===== config.mk =====
export PLATFORM = sky130hd
export DESIGN_NAME = riscv_gpio_mmio_flat
export DESIGN_NICKNAME = d
export VERILOG_FILES = /design/src/rtl/riscv_gpio_mmio_if.sv /design/src/rtl/riscv_gpio_mmio.sv /design/src/flat_wrapper.sv
export SDC_FILE = /design/constraint.sdc
export NUM_CORES = 1
export LEC_CHECK = 0
export BUFFER_PORTS_ARGS = -buffer_cell sky130_fd_sc_hd__buf_2
export CAP_MARGIN = 0
export CORE_ASPECT_RATIO = 2
export CORE_MARGIN = 2
export CORE_UTILIZATION = 43
export DETAILED_ROUTE_END_ITERATION = 8
export PLACE_DENSITY_LB_ADDON = 0.2
export SYNTH_ARGS = -nofsm -noshare
export SYNTH_HDL_FRONTEND = slang
export SYNTH_SLANG_ARGS = --single-unit

===== constraint.sdc =====
create_clock -name clk -period 1.2 [get_ports clk]
set_input_delay 0 -clock clk [delete_from_list [all_inputs] [get_ports clk]]
set_output_delay 0 -clock clk [all_outputs]
set_load 0.05 [all_outputs]

===== src/rtl/riscv_gpio_mmio_if.sv =====
// Data-bus view of the GPIO peripheral: byte address, write data/strobe, read data.
// Read data is combinational from the address, and writes take effect on the clock edge.
// No backpressure; the slave accepts one access per cycle with no wait states.
interface riscv_gpio_mmio_if #(
  parameter int ADDR_WIDTH = 32
);
  logic [ADDR_WIDTH-1:0] addr;
  logic [31:0]           wdata;
  logic                  we;
  logic [31:0]           rdata;

  modport master (output addr, output wdata, output we, input rdata);
  modport slave  (input addr, input wdata, input we, output rdata);
endinterface


===== src/rtl/riscv_gpio_mmio.sv =====
// Memory-mapped GPIO: output reg with set/clear, synchronised inputs, edge-detect W1C status, level irq.
// Reads are zero-latency combinational, writes land on the strobed edge, and input-to-IN takes SYNC_STAGES edges.
// No backpressure; every bus access completes in the cycle it is presented.
module riscv_gpio_mmio #(
  parameter int                    WIDTH       = 8,
  parameter int                    SYNC_STAGES = 2,
  parameter int                    ADDR_WIDTH  = 32,
  parameter logic [ADDR_WIDTH-1:0] BASE_ADDR   = 32'h1001_0000
) (
  input  logic                   clk,
  input  logic                   rst,
  riscv_gpio_mmio_if.slave       bus,
  input  logic [WIDTH-1:0]       gpio_port_in,
  output logic [WIDTH-1:0]       gpio_port_out,
  output logic                   irq
);

  localparam logic [2:0] OFF_OUT      = 3'd0;
  localparam logic [2:0] OFF_IN       = 3'd1;
  localparam logic [2:0] OFF_EDGE_EN  = 3'd2;
  localparam logic [2:0] OFF_EDGE_POL = 3'd3;
  localparam logic [2:0] OFF_STATUS   = 3'd4;
  localparam logic [2:0] OFF_OUT_SET  = 3'd5;
  localparam logic [2:0] OFF_OUT_CLR  = 3'd6;

  logic [SYNC_STAGES-1:0][WIDTH-1:0] sync_q, sync_d;
  logic [WIDTH-1:0] in_prev_q, in_prev_d;
  logic [WIDTH-1:0] out_q, out_d;
  logic [WIDTH-1:0] edge_en_q, edge_en_d;
  logic [WIDTH-1:0] edge_pol_q, edge_pol_d;
  logic [WIDTH-1:0] status_q, status_d;

  logic             sel;
  logic [2:0]       off;
  logic             wr;
  logic [WIDTH-1:0] wd;
  logic [WIDTH-1:0] in_sync;
  logic [WIDTH-1:0] rise, fall, evt;
  logic [31:0]      rdata_w;

  // Low address bits and any wdata above WIDTH are don't-cares for this block.
  logic unused_bits;
  assign unused_bits = ^{bus.addr[1:0], bus.wdata};

  assign sel     = (bus.addr[ADDR_WIDTH-1:5] == BASE_ADDR[ADDR_WIDTH-1:5]);
  assign off     = bus.addr[4:2];
  assign wr      = bus.we & sel;
  assign wd      = bus.wdata[WIDTH-1:0];
  assign in_sync = sync_q[SYNC_STAGES-1];

  // Edge detect on the synchronised input; polarity picks rise or fall per bit.
  always_comb begin
    rise = in_sync & ~in_prev_q;
    fall = ~in_sync & in_prev_q;
    evt  = edge_en_q & ((edge_pol_q & rise) | (~edge_pol_q & fall));
  end

  // Next-state: synchroniser shift, register writes, and W1C status where a new event beats a clear.
  always_comb begin
    sync_d     = {sync_q[SYNC_STAGES-2:0], gpio_port_in};
    in_prev_d  = in_sync;
    out_d      = out_q;
    edge_en_d  = edge_en_q;
    edge_pol_d = edge_pol_q;
    status_d   = (status_q & ~((wr && off == OFF_STATUS) ? wd : '0)) | evt;
    if (wr) begin
      case (off)
        OFF_OUT:      out_d      = wd;
        OFF_EDGE_EN:  edge_en_d  = wd;
        OFF_EDGE_POL: edge_pol_d = wd;
        OFF_OUT_SET:  out_d      = out_q | wd;
        OFF_OUT_CLR:  out_d      = out_q & ~wd;
        default:      ;
      endcase
    end
  end

  // State registers; everything clears asynchronously so outputs are quiet during reset.
  always_ff @(posedge clk or negedge rst) begin
    if (!rst) begin
      sync_q     <= '0;
      in_prev_q  <= '0;
      out_q      <= '0;
      edge_en_q  <= '0;
      edge_pol_q <= '0;
      status_q   <= '0;
    end else begin
      sync_q     <= sync_d;
      in_prev_q  <= in_prev_d;
      out_q      <= out_d;
      edge_en_q  <= edge_en_d;
      edge_pol_q <= edge_pol_d;
      status_q   <= status_d;
    end
  end

  // Read mux: side-effect free, zero-extended, write-only and reserved slots read as zero.
  always_comb begin
    rdata_w = '0;
    if (sel) begin
      case (off)
        OFF_OUT:      rdata_w[WIDTH-1:0] = out_q;
        OFF_IN:       rdata_w[WIDTH-1:0] = in_sync;
        OFF_EDGE_EN:  rdata_w[WIDTH-1:0] = edge_en_q;
        OFF_EDGE_POL: rdata_w[WIDTH-1:0] = edge_pol_q;
        OFF_STATUS:   rdata_w[WIDTH-1:0] = status_q;
        default:      rdata_w = '0;
      endcase
    end
  end

  assign bus.rdata     = rdata_w;
  assign gpio_port_out = out_q;
  assign irq           = |status_q;

endmodule


===== src/flat_wrapper.sv =====
// flat-port wrapper written by rule: the top's interface ports become plain ports
module riscv_gpio_mmio_flat 
#(
  parameter int                    WIDTH       = 8,
  parameter int                    SYNC_STAGES = 2,
  parameter int                    ADDR_WIDTH  = 32,
  parameter logic [ADDR_WIDTH-1:0] BASE_ADDR   = 32'h1001_0000
)
  (clk, rst, gpio_port_in, gpio_port_out, irq, bus_addr, bus_wdata, bus_we, bus_rdata);
  riscv_gpio_mmio_if #(.ADDR_WIDTH(ADDR_WIDTH)) bus_i ();
  input  logic clk;
  input  logic rst;
  input  logic [WIDTH-1:0] gpio_port_in;
  output logic [WIDTH-1:0] gpio_port_out;
  output logic irq;
  input wire logic [$bits(bus_i.addr)-1:0] bus_addr;
  input wire logic [$bits(bus_i.wdata)-1:0] bus_wdata;
  input wire logic [$bits(bus_i.we)-1:0] bus_we;
  output wire logic [$bits(bus_i.rdata)-1:0] bus_rdata;
  assign bus_i.addr = bus_addr;
  assign bus_i.wdata = bus_wdata;
  assign bus_i.we = bus_we;
  assign bus_rdata = bus_i.rdata;
  riscv_gpio_mmio #(.WIDTH(WIDTH), .SYNC_STAGES(SYNC_STAGES), .ADDR_WIDTH(ADDR_WIDTH), .BASE_ADDR(BASE_ADDR)) u_core (.clk(clk), .rst(rst), .bus(bus_i), .gpio_port_in(gpio_port_in), .gpio_port_out(gpio_port_out), .irq(irq));
endmodule

* After elaboration in Yosys (flattened, before gate mapping) *
Index checks and enable logic that the tools add are counted.

operators by class
  multiplexer cells = 4
  $lt $le $gt $ge = 0
  div/mod/pow operators = 0
  multipliers = 0
  $add $sub $neg = 0
  eq/ne operators = 7
  bitwise operators = 16
  shifts and indexed selects = 0
  reductions and logical operators = 7

operators by type and width
  operator                                                number
  bitwise AND 8 bit                                       7
  NOT 8 bit                                               5
  case mux 8 bit (5 select lines)                         1
  equality test 27 x 24 -> 1 bit (second input constant)  1
  bitwise OR 8 bit                                        3
  case mux 8 bit (3 select lines)                         1
  two-way mux 8 bit                                       2
  equality test 3 bit (second input constant)             3
  OR reduction 8 bit                                      1
  equality test 3 x 2 -> 1 bit (second input constant)    2
  AND reduction 2 bit                                     3
  equality test 3 x 1 -> 1 bit (second input constant)    1
  logical NOT 3 bit                                       1
  nonzero test 3 bit                                      1
  bitwise AND 1 bit                                       1
  logical AND 1 bit                                       1

storage, ports and cells
  output and inout port bits = 41
  bits of input ports = 75
  memories kept = 0
  register bits = 56
  bits in latches = 0
  logic and storage cells = 41
  bits in writable memories = 0
  memory bits (read-only) = 0

* Depth between registers and ports, before layout *
  depth in word-level cells = 7
  mapped depth = 6
  mapped depth without buffers = 4

* Least setup slack after synthesis *
Ideal clock, no wire load.

  kind = input to register
  from = in bus_addr[23]
  to = reg u_core.edge_en_q[0]
  setup slack = -428 ps
  path buffers = 1
  data required time = 1,075 ps
  cell stages on the path = 5
  arrival = 1,504 ps
  setup time = 125 ps
  cell sequence = nor4_1 nand4_1 buf_6 nor4_4 mux2_2

between the ends
  cells in the longest elaborated chain, start to end = 3

ends and longest elaborated chain
  what                                  line                   text
  from (decl)                           flat_wrapper.sv:16     input wire logic [$bits(bus_i.addr)-1:0] bus_addr;
  equality test 27 x 24 -> 1 bit        riscv_gpio_mmio.sv:45  assign sel = (bus.addr[ADDR_WIDTH-1:5] == BASE_ADDR[ADDR_WIDTH-1:5]);
  bitwise AND 1 bit                     riscv_gpio_mmio.sv:47  assign wr = bus.we & sel;
  AND reduction 2 bit (no source line)  -
  to (signal assigned)                  riscv_gpio_mmio.sv:91  edge_en_q <= edge_en_d;
  to (decl)                             riscv_gpio_mmio.sv:29  logic [WIDTH-1:0] edge_en_q, edge_en_d;

Every way passes these cells.
A chain may end at the register's enable or synchronous reset.

* Worst setup path in the final report *
  from = reg u_core.edge_en_q[3]
  to = out bus_rdata[3]

between the ends
  cells in the longest elaborated chain, start to end = 2

ends and longest elaborated chain
  what                             line                    text
  case mux 8 bit (5 select lines)  riscv_gpio_mmio.sv:101  case (off)
  two-way mux 8 bit                riscv_gpio_mmio.sv:100  if (sel) begin
  to (decl)                        flat_wrapper.sv:19      output wire logic [$bits(bus_i.rdata)-1:0] bus_rdata;

Every way passes these cells.

==> impl_summary.txt <==
----------------------------------------------------
[Outcome]
  Result of the run ... finished, violations left
  Failing checks ... setup timing

[Die]
  Die span in x ... ~60 um
  Placeable Area ... between 6000 and 7000 um2
  # IOs ... about 120
  Die height ... about 120 um
  # rows ... a little over 40
  Starting utilization of the core area ... 44.5%
  Die ar. ... just over 7000 um2

[Power]
  VDD IR max ... 789 uV
  Pwr/cell area ... 930 nW/um2
  P_leak ... between 1.5 and 2 nW
  Post-layout power ... around 0.0040 W

[CTS]
  Clk_lat worst skew ... approximately 0.30 ns
  Clock tree from TritonCTS ... done
  Reg clk slew, reported paths ... approximately 0.070 ns
  Buffers from clock root to sink, at most ... 2
  Clock root buffer master ... clkbuf_16
  H-Tree Level Count ... 2
  CTS Sinks ... 56
  Number of buffers created by CTS ... 5

[Worst hold path]
  Hold Path Class ... in2reg

[Route]
  Amount of wire on met2 after detailed routing ... between 4 and 5 mm
  First drt pass iteration count ... 4
  Final ANT Viol Nets ... 0
  Via density ... 5.31
  Post-DR wirelength/cell ... roughly 17 um
  Post-route DRC ... 0
  Met1 WL ... 2.96 mm
  Vias post-DR ... about 2500
  Met3 layer wire length in the routed design ... 321 um
  Highest routed layer ... met4
  Iteration-0 DRC count of the detailed router ... between 100 and 150
  Final wirelength ... about 8.0 mm

[Timing]
  RSZ-0062 raised after global routing ... true
  Max-slew violation total from the final report ... 0
  Top achievable clock speed ... between 0.6 and 0.7 GHz
  Setup violations, final ... 25
  Final worst path period need ... 1.53 ns
  Minimum setup slack in the final design ... -0.330 ns
  Hold Violations, Final ... 0
  Largest clock skew in the final design ... 0.00422 ns
  Final period utilization ... 128%

[Flow run]
  Maximum capacitance violations ... 0

[Place]
  Setup Slack @ Placement ... -0.453 ns
  DP Wirelength ... approximately 5.5 mm
  Global placement routability congestion ... 0.814
  Number of input and output port buffers inserted ... 65

[Synth]
  Area of the mapped netlist ... around 2800 um2
  Syn Inst Count ... around 260
  Register area share after synthesis ... between 40 and 50%
  Number of synthesized flops with an enable pin ... 0
  Fraction of registers with async set or reset after synthesis ... 100%
  Most frequent cells after synthesis ... 56 x dfrtp_1, 26 x nand2_1, 24 x buf_4
  Most frequent cell after synthesis ... dfrtp_1
  Cells taking the most area after synthesis ... dfrtp_1 50%, mux2_2 9.2%, buf_4 6.4%, a22oi_1 4.3%, nand2_1 3.5%
  Synthesis Warnings ... 0
  Commonest register cell after synthesis ... dfrtp_1
  Yosys top cell by area ... dfrtp_1
  Yosys cell types ... 33
  Average footprint of a synthesized cell ... 10.9 um2
  Yosys top cell area share ... 50.0%
  Number of storage elements in the synthesis netlist ... 56

[Cells and area]
  Nets ... 461
  Post-synthesis to final-layout area growth ... 52.9%
  ANT cells ... 0
  Fraction of final layout cells sized beyond drive strength 1 ... about half

[Critical path]
  Type of the worst setup path ... reg2out
  Critical Path AT ... between 1.5 and 2 ns
  Critical Path RT ... between 1 and 1.5 ns
  Biggest fanout along the worst timing path ... 2
  Worst Setup Start Kind ... flop
  Crit path capture type ... output port

[Global route]
  Wire length of the first global-routing pass ... ~13 mm
  Overall routing resource usage ... 23.8%
  Vias in the first global route ... 2661
  Initial antenna violation count ... 0
  Remaining Overflow, GRT ... 0
  Pin count of the biggest net entering global routing ... 57

----------------------------------------------------
==> critical path, stage by stage, from the launching register on <==
cell and delay [ns]:
dfrtp_1 0.39, mux2_4 0.28, a22oi_2 0.17, o22ai_1 0.10, and2_4 0.15, buf_8 0.15
==> kinds of logic (layout without fill, tap and decap cells) <==
group	Yosys count	after routing	share of synthesized area [%]
buffers and inverters	42	149	9.14
and+or+nand+nor	77	77	16.6
AOI/OAI and AO/OA	57	57	14.5
muxes	24	24	9.63
other	1	24	0.134
DFF	56	56	50.0
==> state kept, by name (all words and copies together), names as in the netlist <==
register	flops
u_core.status_q	8
u_core.sync_d	8
u_core.gpio_port_out	8
u_core.in_prev_d	8
u_core.edge_pol_q	8
u_core.edge_en_q	8
u_core.in_prev_q	8
==> routing by layer <==
layer | GRT usage (%) | up-vias
met5 | 0 | -
met4 | 9.92 | 0
met3 | 4.60 | 24
met2 | 40.1 | 79
met1 | 28.2 | 1251
li1 | - | 1159
==> where the power goes <==
part	internal, W	switching, W
Combinational	0.000198	0.000371
Sequential	0.00193	0.0000262
Clock	0.000782	0.000685
==> layout by cell type, fill, tap and decap left out, drive strengths merged <==
cell | Yosys | layout
a211oi | 1 | 1
a22oi | 16 | 16
and2 | 8 | 8
and4b | 1 | 1
buf | 26 | 117
clkbuf | 7 | 5
clkinv | 0 | 2
conb | 1 | 24
dfrtp | 56 | 56
dlygate4sd3 | 0 | 15
inv | 9 | 10
mux2 | 24 | 24
nand2 | 26 | 26
nand2b | 2 | 2
nand3 | 1 | 1
nand4 | 4 | 4
nor2 | 10 | 10
nor2b | 2 | 2
nor3b | 9 | 9
nor4 | 9 | 9
nor4b | 2 | 2
nor4bb | 1 | 1
o211ai | 8 | 8
o21ai | 8 | 8
o221ai | 8 | 8
o22ai | 8 | 8
o31ai | 8 | 8
or3 | 1 | 1
or4b | 1 | 1
==> final cells by class <==
cell class,count,area (um2)
clock buffers,5,125
flip-flops and latches,56,1400
clock inverters,3,22.5
inverters,9,33.8
multi-input cells,182,1550
repair buffers,132,1050
well taps,86,108
fillers,504,2020
==> path summary, 6_finish.rpt <==
path | from | to | slack, ns | cells after the start
max | u_core.edge_en_q[3] | bus_rdata[3] | -0.33 | 5
min | bus_wdata[3] | u_core.edge_pol_q[3] | 0.01 | 2
max reg2reg | u_core.edge_pol_q[7] | u_core.status_q[7] | 0.02 | 7
min reg2reg | u_core.sync_d[13] | u_core.in_prev_d[5] | 0.35 | 0
max in group asynchronous | rst | u_core.edge_en_q[6] | 0.71 | 3
min in group asynchronous | rst | u_core.status_q[2] | 0.23 | 3
==> per-stage QoR <==
stage | setup TNS [ns] | util [%] | cells | hold slack (ns) | cell area (um2)
after CTS | -3.65 | 67.0 | 472 | 0.00348 | 4230
final | -3.53 | 68.0 | 473 | 0.0133 | 4290
after floorplan | -9.48 | - | 280 | -0.296 | 3050
after global routing | -5.21 | 68.0 | 473 | 0.00967 | 4290
after global placement | -13.19 | 57.4 | 445 | 0.0196 | 3620
after detailed placement | -13.15 | 57.4 | 445 | 0.0226 | 3620
==> timing repair <==
action                                 CTS  global route
setup endpoints to repair               33            32
endpoints found under the hold margin   75             0
buffers inserted                         4             2
hold buffers                            15             0
pin swaps                               23            11
gates resized for setup                 76            10
Power figures use the tool's default switching activity.
